===== src/rtl/dsmod_ctrl.sv =====
// dsmod_ctrl: buffers PCM samples in a small FIFO and sequences the delta-sigma modulator
// through prefill, run and a ramp-to-zero stop.
module dsmod_ctrl #(
  parameter int NBIT    = 30,
  parameter int DEPTH   = 4,
  parameter int PREFILL = 2
) (
  input  logic                   i_clk,
  input  logic                   i_rst,
  input  logic                   i_start,
  input  logic                   i_stop,
  input  logic                   i_mode_cfg,
  input  logic [1:0]             i_osr_cfg,
  input  logic [NBIT-1:0]        i_s_data,
  input  logic                   i_s_valid,
  output logic                   o_s_ready,
  input  logic                   i_mod_rd,
  output logic [NBIT-1:0]        o_mod_data,
  output logic                   o_ena_mod,
  output logic                   o_mode,
  output logic [1:0]             o_osr,
  output logic                   o_busy,
  output logic                   o_underrun,
  input  logic                   i_clr_underrun,
  output logic [$clog2(DEPTH):0] o_level
);
  localparam int AW = $clog2(DEPTH);
  typedef enum logic [1:0] {IDLE, FILL, RUN, STOP} state_e;
  state_e          state_q, state_d;
  logic [NBIT-1:0] mem_q [DEPTH];
  logic [AW-1:0]   wptr_q, rptr_q;
  logic [AW:0]     level_q, level_d;
  logic [NBIT-1:0] data_q;
  logic [1:0]      osr_q;
  logic            stop_rd_q, ena_q, mode_q, busy_q, underrun_q;
  logic            push, pop, flush, empty;
  assign o_s_ready  = level_q != (AW+1)'(DEPTH);
  assign o_level    = level_q;
  assign o_mod_data = data_q;
  assign o_ena_mod  = ena_q;
  assign o_mode     = mode_q;
  assign o_osr      = osr_q;
  assign o_busy     = busy_q;
  assign o_underrun = underrun_q;
  always_comb begin
    empty   = level_q == '0;
    push    = i_s_valid && o_s_ready;
    pop     = state_q == RUN && i_mod_rd && !empty;
    flush   = (state_q == FILL && i_stop) || (state_q == STOP && i_mod_rd && stop_rd_q);
    level_d = flush ? '0 : level_q + (AW+1)'(push) - (AW+1)'(pop);
    state_d = state_q;
    case (state_q)
      IDLE:    state_d = i_start && !i_stop ? FILL : IDLE;
      FILL:    state_d = i_stop ? IDLE : level_d >= (AW+1)'(PREFILL) ? RUN : FILL;
      RUN:     state_d = i_stop ? STOP : RUN;
      default: state_d = flush ? IDLE : STOP;
    endcase
  end
  always_ff @(posedge i_clk or posedge i_rst)
    if (i_rst) begin
      state_q    <= IDLE;
      wptr_q     <= '0;
      rptr_q     <= '0;
      level_q    <= '0;
      stop_rd_q  <= 1'b0;
      data_q     <= '0;
      ena_q      <= 1'b0;
      mode_q     <= 1'b0;
      osr_q      <= '0;
      busy_q     <= 1'b0;
      underrun_q <= 1'b0;
    end else begin
      state_q   <= state_d;
      level_q   <= level_d;
      wptr_q    <= flush ? '0 : wptr_q + AW'(push);
      rptr_q    <= flush ? '0 : rptr_q + AW'(pop);
      ena_q     <= state_d == RUN || state_d == STOP;
      busy_q    <= state_d != IDLE;
      // remembers the zeroing read so the next read in STOP ends the stream
      stop_rd_q <= state_q == STOP && (stop_rd_q || i_mod_rd);
      if (state_q == IDLE && state_d == FILL) begin
        mode_q <= i_mode_cfg;
        osr_q  <= i_osr_cfg;
      end
      if (i_mod_rd && (state_q == RUN || state_q == STOP))
        data_q <= pop ? mem_q[rptr_q] : '0;
      underrun_q <= (state_q == RUN && i_mod_rd && empty) || (underrun_q && !i_clr_underrun);
    end
  always_ff @(posedge i_clk)
    if (push) mem_q[wptr_q] <= i_s_data;
endmodule


===== config.mk =====
export PLATFORM = sky130hd
export DESIGN_NAME = dsmod_ctrl
export DESIGN_NICKNAME = d
export VERILOG_FILES = /design/src/rtl/dsmod_ctrl.sv
export SDC_FILE = /design/constraint.sdc
export NUM_CORES = 1
export LEC_CHECK = 0
export ABC_AREA = 1
export CAP_MARGIN = 20
export CORE_MARGIN = 5
export CORE_UTILIZATION = 55
export DETAILED_ROUTE_END_ITERATION = 8
export PLACE_DENSITY = 0.79
export SYNTH_ARGS = -nofsm -noshare
export SYNTH_HDL_FRONTEND = slang
export SYNTH_SLANG_ARGS = --single-unit

===== constraint.sdc =====
create_clock -name i_clk -period 4.1 [get_ports i_clk]
set_input_delay 0.82 -clock i_clk [delete_from_list [all_inputs] [get_ports i_clk]]
set_output_delay 0.82 -clock i_clk [all_outputs]
set_load 0.02 [all_outputs]

==> results.json <==
{
  "yosys_warnings": 0,
  "startpoint": "i_s_valid",
  "path_cells": "clkdlybuf4s50_1, nand2_1, ha_1, inv_1, ha_1, fa_1, nand3b_1, nand3_2, nand2_1, a21oi_2, nand2_1",
  "cts_made_buffers": 17,
  "num_rows": 39,
  "cp-end-kind": "flop",
  "setup_viol": 0,
  "synth_seq_cells": 165,
  "synth_area_sq_um": 6250,
  "cp-start-kind": "input port",
  "status": "complete, no violations",
  "die_area_sq_um": 13600,
  "nNetsFinal": 579,
  "drt_iter0_markers": 292,
  "path_common_cell": "nand2_1",
  "syn_inst": 453,
  "grt_first_pass_wirelength_um": 20100,
  "path_delay_family": "adder cells",
  "start_util": 0.554,
  "final_cell_mix": "edfxtp_1, clkdlybuf4s50_1, nor2_1",
  "skew_ns": 0.00732,
  "synth_top_cell_area_share": 0.577,
  "synth_nets": 498,
  "met3_length_um": 789,
  "grt_max_degree": 63,
  "antenna_found_initial": 0,
  "hold_class": "reg -> reg",
  "ys_seq_area_frac": 0.757,
  "layoutNonFillerInstCount": 690,
  "cp.depth": 11,
  "max_slew_margin": 0.312,
  "crit_required_ns": 4.41,
  "die_w_um": 117,
  "core_sq_um": 11300,
  "worst_path_largest_cell_delay_ns": 0.46,
  "vdd_drop_max_mv": 0.500,
  "syn-mean-instance-area_sq_um": 13.8,
  "holdWs_ns": 0.486,
  "top_layer_used": "met4",
  "path_buf_inv": 2,
  "wl_met2_um": 6830,
  "wl_met1_um": 5220,
  "tightest_slew_ns": 1.03,
  "cts_tree": "done",
  "io_pins": 80,
  "fin_area_sq_um": 7750,
  "via_per_inst": 5.66,
  "placed_cell_area_sq_um": 7170,
  "syn_to_final_growth_pct": 24.0,
  "gr-total-overflow": 0,
  "max-cap-violations": 0,
  "firstDrtPassIters": 5,
  "hold_viol": 0,
  "mostFrequentLayoutCell": "edfxtp_1",
  "slew_violations": 0,
  "r2r-end": "o_busy",
  "post_cts_buffers": 0,
  "cp_slowest_cell": "clkdlybuf4s50_1",
  "cts_resized": 0,
  "avgRoutedWirePerCell_um": 18.9,
  "drive_gt1_frac": 0.0951,
  "total_power_w": 0.00589,
  "cts_sinks": 165,
  "arrival_ns": 2.98,
  "place_congestion": 0.753,
  "io_buffers": 79,
  "rsz0062_at_grt": "false",
  "grt_pass1_vias": 3950,
  "holdBufCountCts": 0,
  "postRouteAntennaNets": 0,
  "reg2reg_depth": 12,
  "crit_end": "o_busy",
  "cts.path.max_buffers": 2,
  "ys_types": 28,
  "max_clock_freq_ghz": 0.376,
  "num_vias": 3905,
  "cts.htree.levels": 4,
  "dp_cells": 657,
  "yosysTopAreaCell": "edfxtp_1",
  "reg2reg_slack_ns": 1.74,
  "p_leak_nw": 2.89,
  "clock-root-buffer": "clkbuf_16",
  "min_period_over_period": 0.649,
  "path_class": "in -> reg",
  "gr-usage-all-layers": 0.201,
  "clock_latency_ns": 0.42,
  "clk_pin_slew_ns": 0.06,
  "fill_cells": 775,
  "synth.area.top_cells": "edfxtp_1, dfrtp_1, a22o_1, nor2_1, o21ai_0",
  "drcViolationCount": 0,
  "r2r_start": "o_level[1]",
  "crit_fanout": 6,
  "fin_crit_ns": 2.66,
  "diodes": 0,
  "die_h_um": 117,
  "powerDensity_nw_per_um2": 761,
  "totalWireLength_um": 13000,
  "dp_hpwl_um": 7190,
  "setup_tns_ns": 0
}
-- flip-flops by register name (all words and copies together), names as in the netlist --
name	cells
o_ena_mod	1
o_level	3
state_q	1
stop_rd_q	1
mem_q	120
o_osr	2
o_busy	1
rptr_q	2
o_mod_data	30
wptr_q	2
o_mode	1
o_underrun	1
-- through the flow --
stage	worst slack, ns	utilization
4_1_cts	1.45	0.686
2_1_floorplan	0.585	-
3_5_place_dp	1.02	0.636
6_report	1.44	0.687
3_3_place_gp	1.10	0.636
5_1_grt	1.37	0.687
-- synthesized netlist by cell type --
master / instances
a21oi_1: 1
a21oi_2: 1
a22o_1: 30
buf_2: 14
buf_4: 1
clkbuf_1: 7
clkbuf_2: 3
dfrtp_1: 45
edfxtp_1: 120
fa_1: 1
ha_1: 4
inv_1: 24
inv_2: 2
nand2_1: 21
nand2_2: 2
nand3_1: 3
nand3_2: 1
nand3b_1: 1
nand4_1: 1
nor2_1: 70
nor2_2: 1
nor2_4: 1
nor3_1: 6
o21ai_0: 44
o21ai_1: 16
o22ai_1: 30
o32ai_1: 1
xnor2_1: 2
-- worst min-delay path: stages (launching register included) --
cell     delay (ns)
dfrtp_1        0.35
nand2_1        0.06
nand2_1        0.05
-- how the worst min path moves through the flow --
stage                     startpoint    endpoint  slack [ns]  cells past startpoint
after floorplan           state_q[0]  o_underrun        0.51                      1
after global placement        o_mode      o_mode        0.46                      2
after detailed placement    o_osr[0]    o_osr[0]        0.47                      2
after CTS                   o_osr[0]    o_osr[0]        0.48                      2
after global routing        o_osr[1]    o_osr[1]        0.52                      2
final                         o_mode      o_mode        0.49                      2
-- routing by layer --
| layer | vias to the layer above | track usage |
|---|---|---|
| li1 | 1819 | - |
| met1 | 1966 | 0.253 |
| met2 | 108 | 0.340 |
| met3 | 12 | 0.0549 |
| met4 | 0 | 0.0703 |
| met5 | - | 0 |
-- power by group --
group          switching [W]  internal, W
clock               0.000648     0.000844
sequential          0.000201      0.00226
combinational        0.00117     0.000769
-- layout make-up --
cell class,count,area (sq um),share of cell area
inverter,26,97.6,0.0126
clock buffer,19,433,0.0559
multi-input combinational,237,1320,0.171
tap,143,179,0.0231
timing repair buffer,87,863,0.111
clock inverter,13,124,0.0160
sequential,165,4730,0.611
-- kinds of logic (layout without fill, tap and decap cells) --
logic type / count (synthesis) / count (layout) / share of synthesized area
AOI/OAI and AO/OA: 123 / 123 / 0.124
xor gates and xnor gates: 2 / 2 / 0.00280
adders and majority gates: 5 / 5 / 0.0112
buffers and inverters: 51 / 145 / 0.0347
DFF: 165 / 165 / 0.757
and+or+nand+nor: 107 / 107 / 0.0705
Power figures use the tool's default switching activity.
